`src/rtl/syndrome_ctrl.sv`:
```
// rtl/syndrome_ctrl.sv - RS codeword framer and syndrome slice-bank sequencer.
// Optional statistics counters are enabled by defining SYNDROME_CTRL_STATS_EN.
module syndrome_ctrl #(
  parameter int NSYN  = 16,
  parameter int BEATS = 16,
  parameter int DW    = 128
) (
  input  logic                     clk,
  input  logic                     rst_n,
  input  logic [DW-1:0]            in_data,
  input  logic                     in_valid,
  input  logic                     in_sof,
  input  logic                     in_eof,
  output logic                     in_ready,
  output logic [DW-1:0]            slc_data,
  output logic                     slc_valid,
  output logic [$clog2(BEATS)-1:0] slc_beat,
  output logic                     slc_clr,
  input  logic [NSYN*8-1:0]        slc_syn,
  output logic [NSYN*8-1:0]        out_syn,
  output logic                     out_valid,
  input  logic                     out_ready,
  output logic                     out_zero,
  output logic                     err_frame,
  output logic                     busy
`ifdef SYNDROME_CTRL_STATS_EN
  ,
  output logic [15:0]              cw_cnt,
  output logic [15:0]              err_cw_cnt,
  output logic [15:0]              frame_err_cnt
`endif
);

  localparam int CW = $clog2(BEATS);
  localparam logic [CW-1:0] LAST = CW'(BEATS - 1);

  typedef enum logic [1:0] {IDLE, RUN, DRAIN} state_t;

  state_t        state, state_nxt;
  logic [CW-1:0] cnt, cnt_nxt;
  logic          accept, take, viol, viol_run, capture, err_clr;

  always_ff @(posedge clk or negedge rst_n) begin
    if (!rst_n) begin
      state <= IDLE;
      cnt   <= '0;
    end else begin
      state <= state_nxt;
      cnt   <= cnt_nxt;
    end
  end

  always_comb begin
    state_nxt = state;
    cnt_nxt   = cnt;
    take      = 1'b0;
    viol      = 1'b0;
    viol_run  = 1'b0;
    capture   = 1'b0;
    in_ready  = (state != DRAIN);
    accept    = in_valid && in_ready;
    case (state)
      IDLE: begin
        if (accept) begin
          if (in_sof && !in_eof) begin
            take      = 1'b1;
            cnt_nxt   = CW'(1);
            state_nxt = RUN;
          end else begin
            viol = 1'b1;
          end
        end
      end
      RUN: begin
        if (accept) begin
          // eof must coincide exactly with the last beat; a fresh sof aborts the frame
          if (in_sof || (in_eof != (cnt == LAST))) begin
            viol      = 1'b1;
            viol_run  = 1'b1;
            cnt_nxt   = '0;
            state_nxt = IDLE;
          end else begin
            take    = 1'b1;
            cnt_nxt = cnt + CW'(1);
            if (in_eof) state_nxt = DRAIN;
          end
        end
      end
      DRAIN: begin
        // slc_valid high means the last beat is still being folded into the slices
        if (!slc_valid && (!out_valid || out_ready)) begin
          capture   = 1'b1;
          state_nxt = IDLE;
        end
      end
      default: state_nxt = IDLE;
    endcase
    slc_clr = capture || err_clr;
  end

  always_ff @(posedge clk or negedge rst_n) begin
    if (!rst_n) begin
      slc_data  <= '0;
      slc_valid <= 1'b0;
      slc_beat  <= '0;
      err_frame <= 1'b0;
      err_clr   <= 1'b0;
      out_syn   <= '0;
      out_valid <= 1'b0;
      out_zero  <= 1'b0;
    end else begin
      slc_valid <= take;
      if (take) begin
        slc_data <= in_data;
        slc_beat <= cnt;
      end
      err_frame <= viol;
      // delayed one cycle so the clear cannot land on the preceding beat's slc_valid
      err_clr   <= viol_run;
      if (capture) begin
        out_syn   <= slc_syn;
        out_zero  <= (slc_syn == '0);
        out_valid <= 1'b1;
      end else if (out_ready) begin
        out_valid <= 1'b0;
      end
    end
  end

  assign busy = (state != IDLE) || out_valid;

`ifdef SYNDROME_CTRL_STATS_EN
  always_ff @(posedge clk or negedge rst_n) begin
    if (!rst_n) begin
      cw_cnt        <= '0;
      err_cw_cnt    <= '0;
      frame_err_cnt <= '0;
    end else begin
      if (capture && cw_cnt != 16'hFFFF) cw_cnt <= cw_cnt + 16'd1;
      if (capture && slc_syn != '0 && err_cw_cnt != 16'hFFFF) err_cw_cnt <= err_cw_cnt + 16'd1;
      if (err_frame && frame_err_cnt != 16'hFFFF) frame_err_cnt <= frame_err_cnt + 16'd1;
    end
  end
`endif

endmodule

```
`config.mk`:
```
export PLATFORM = sky130hd
export DESIGN_NAME = syndrome_ctrl
export DESIGN_NICKNAME = d
export VERILOG_FILES = /design/src/rtl/syndrome_ctrl.sv
export SDC_FILE = /design/constraint.sdc
export NUM_CORES = 1
export LEC_CHECK = 0
export BUFFER_PORTS_ARGS = -buffer_cell sky130_fd_sc_hd__clkbuf_2
export CAP_MARGIN = 30
export CELL_PAD_IN_SITES_DETAIL_PLACEMENT = 0
export CELL_PAD_IN_SITES_GLOBAL_PLACEMENT = 1
export CORE_AREA = 2 2 207 209
export DETAILED_ROUTE_END_ITERATION = 10
export DIE_AREA = 0 0 209 211
export PLACE_DENSITY_LB_ADDON = 0.1
export SYNTH_ARGS = -nofsm -noshare
export SYNTH_HDL_FRONTEND = slang
export SYNTH_SLANG_ARGS = --single-unit
```
`constraint.sdc`:
```
create_clock -name clk -period 2 [get_ports clk]
set_input_delay 0.3 -clock clk [delete_from_list [all_inputs] [get_ports clk]]
set_output_delay 0.3 -clock clk [all_outputs]
set_load 0.02 [all_outputs]
```
==> impl_metrics.ini <==
[floorplan]
io_pins = 529
die_w_um = 209
num_rows = 75
initial_core_util = 0.259
die-area_um2 = 44100
core_area_um2 = 41800
die_h_um = 211

[critical_path]
endpoint = slc_data[61]$_DFFE_PN0P_
r2r_end = slc_data[61]$_DFFE_PN0P_
critPathKind = flop to flop
crit_chain = ha_2 > a31o_4 > a21o_4 > a21oi_4 > buf_6 > buf_16 > clkbuf_16 > mux2_4
end_kind = flop
cpPeakStageDelay_ns = 0.38
critPathSlowestCell = dfrtp_1
arrival_ns = 2.52
crit_required_ns = 2.41
r2r-start = cnt[0]$_DFFE_PN0P_
ff2ff_setup_slack_ns = -0.11
crit_path_start = cnt[0]$_DFFE_PN0P_
critPathMaxFanout = 6
critPathLaunchType = flop
r2r_cells = 8

[pwr]
p_total_mw = 21.4
internal-power_mw = 14.4
clkPwrFrac = 0.294
p_per_area_nw_per_um2 = 1160
power_leakage_nw = 9.25
comb_power_share = 0.340
power_switching_share = 0.329
switching_power_mw = 7.03
power_frac_seq = 0.367
vdd_drop_max_mv = 0.685

[layout]
area_delta_synth_final_pct = 69.6
final_common_cell = clkbuf_2
final_cell_mix = clkbuf_2 (525), dfrtp_1 (271), mux2_4 (206)
drive_gt1_frac = 0.643
nets = 1682

[grt]
grt_pass1_wl_um = 58400
grt_pass1_vias = 9431
grt_overflow = 0
antenna_found_initial = 3
grt_start_max_net_pins = 53
grt_usage = 0.175

[cts]
clk_pin_slew_ns = 0.06
cts_tree = built
htree_levels = 2
clock_latency_ns = 0.52
root_buffer = clkbuf_16
clkSinkCount = 271
clock_path_buffers = 3
cts_buffers = 35

[sta]
maxSlewViolCount = 0
tns_ns = -9.93
min_period_ns = 2.11
setup_ws_ns = -0.109
finalCritPeriodShare = 1.05
fmax_mhz = 474
setup_viol = 132
whs_ns = 0.0409
skew_ns = 0.0239
hold_viol_final = 0
tightestPinTransition_ns = 0.504
rsz0062_at_grt = true
slew_headroom = 0.661

[synthesis]
muxShareOfSynthArea = 0.298
synthAdderAreaFrac = 0.00116
synth_warnings = 0
ys_seq_area_frac = 0.627
yosys.area_share.xor_xnor = 0
syn_area_um2 = 10800
yosys.cell_types.count = 32
synth_top_family_by_area = multiplexers
ys_ff_latch = 271
syn_area_per_cell_um2 = 16.7
synth_compound_area_frac = 0.0118
yosys.area_share.simple = 0.0379
synth_fp_nets = 911
syn_inst = 648

[drt]
vias = 8620
wl_per_cell_um = 20.2
dr.pass1.iters = 4
drcViolationCount = 0
drt-initial-drc-count = 278
antenna_left = 0
vias_per_cell = 4.35
wl_um = 40000

[place]
pre_cts_ws_ns = -0.100
portBuffers = 528
gp_congestion = 0.768
post-dp-hpwl_um = 28600

[job]
drv_cap = 0

[outcome]
status = finished, violations left
violations = negative setup slack

[min_path]
hold_class = primary input to flop
## cell families after synthesis
kind of cell	Yosys count
DFF	271
muxes	261
and+or+nand+nor	66
buffers and inverters	32
AOI/OAI and AO/OA	17
adders and majority gates	1
## metal layers
metal | share of wire | vias up | GRT usage | routed length, um
met5 | 0 | - | 0 | 0
met4 | 0.018 | 0 | 0.0512 | 738
met3 | 0.083 | 42 | 0.0623 | 3320
met2 | 0.49 | 339 | 0.298 | 19600
met1 | 0.41 | 4324 | 0.206 | 16300
li1 | - | 3915 | - | -
## cells in the mapped netlist (all sizes together)
library cell | number | share of area
dfrtp | 271 | 0.63
a2111oi | 1 | 0.00081
and3 | 2 | 0.0012
nand3b | 1 | 0.00069
nor2 | 2 | 0.00069
nor4 | 33 | 0.019
o21bai | 1 | 0.0010
or3b | 1 | 0.00081
a21o | 1 | 0.00069
nand2 | 4 | 0.0014
o32ai | 1 | 0.00081
mux2 | 261 | 0.30
inv | 2 | 0.00069
or3 | 2 | 0.0012
nand3 | 1 | 0.00046
a21oi | 3 | 0.0024
buf | 30 | 0.024
nand4 | 9 | 0.0052
nor2b | 3 | 0.0017
nand2b | 6 | 0.0042
a211oi | 1 | 0.00069
o41ai | 1 | 0.00081
or4 | 2 | 0.0014
a31o | 1 | 0.00081
o21ai | 5 | 0.0023
ha | 1 | 0.0012
o31ai | 2 | 0.0014
## state kept, by name, summed over array words and instances (netlist names)
signal and count:
out_valid 1, slc_valid 1, cnt 4, err_frame 1, state 2, slc_beat 4, err_clr 1, slc_data 128
out_syn 128, out_zero 1
## layout make-up
type                    count  area [um^2]
well taps                 539          674
clock inverters             6         82.6
repair buffers            764         5430
diodes                      3         7.51
multi-input cells         345         4310
flip-flops and latches    271         6780
inverters                   2         7.51
fillers                  3961        23400
clock buffers              53         1060
## power by group through the flow
stage          clock, mW  sequential [mW]  combinational [mW]
2_1_floorplan          0             9.69                1.78
3_3_place_gp           0             7.85                6.32
3_5_place_dp           0             7.88                6.32
4_1_cts             6.51             7.84                7.20
5_1_grt             6.75             8.03                7.68
6_report            6.28             7.84                7.26
## critical path: cells and delay by family (launching register included)
kind / cells / cell delay (ns)
fa+ha+maj: 1 / 0.21
buf+inv: 3 / 0.47
mux: 1 / 0.30
compound gates: 3 / 0.62
flops: 1 / 0.38
## worst min path at each step
stage                 start                       end  cells after the start
3_3_place_gp          rst_n   out_syn[63]$_DFFE_PN0P_                      1
6_report       slc_syn[105]  out_syn[105]$_DFFE_PN0P_                      2
5_1_grt         slc_syn[57]   out_syn[57]$_DFFE_PN0P_                      2
2_1_floorplan         rst_n        cnt[0]$_DFFE_PN0P_                      0
3_5_place_dp          rst_n   out_syn[62]$_DFFE_PN0P_                      1
4_1_cts        slc_syn[101]  out_syn[101]$_DFFE_PN0P_                      2
## per-stage QoR
stage               instances  utilization  instance area (um^2)
detailed placement       1732        0.346                 14400
finish                   1983        0.440                 18400
CTS                      1972        0.432                 18100
global route             1982        0.439                 18400
floorplan                 648            -                 10800
global placement         1732        0.346                 14400
## timing repair
action                                  CTS  global route
pin swaps                                 1             5
cloned                                    9             9
gates resized for setup                 138            31
setup buffers                            12             2
endpoints found under the setup margin  122           200
hold buffers                            160             0
hold endpoints to repair                198             0
(Power assumes the default switching activity.)
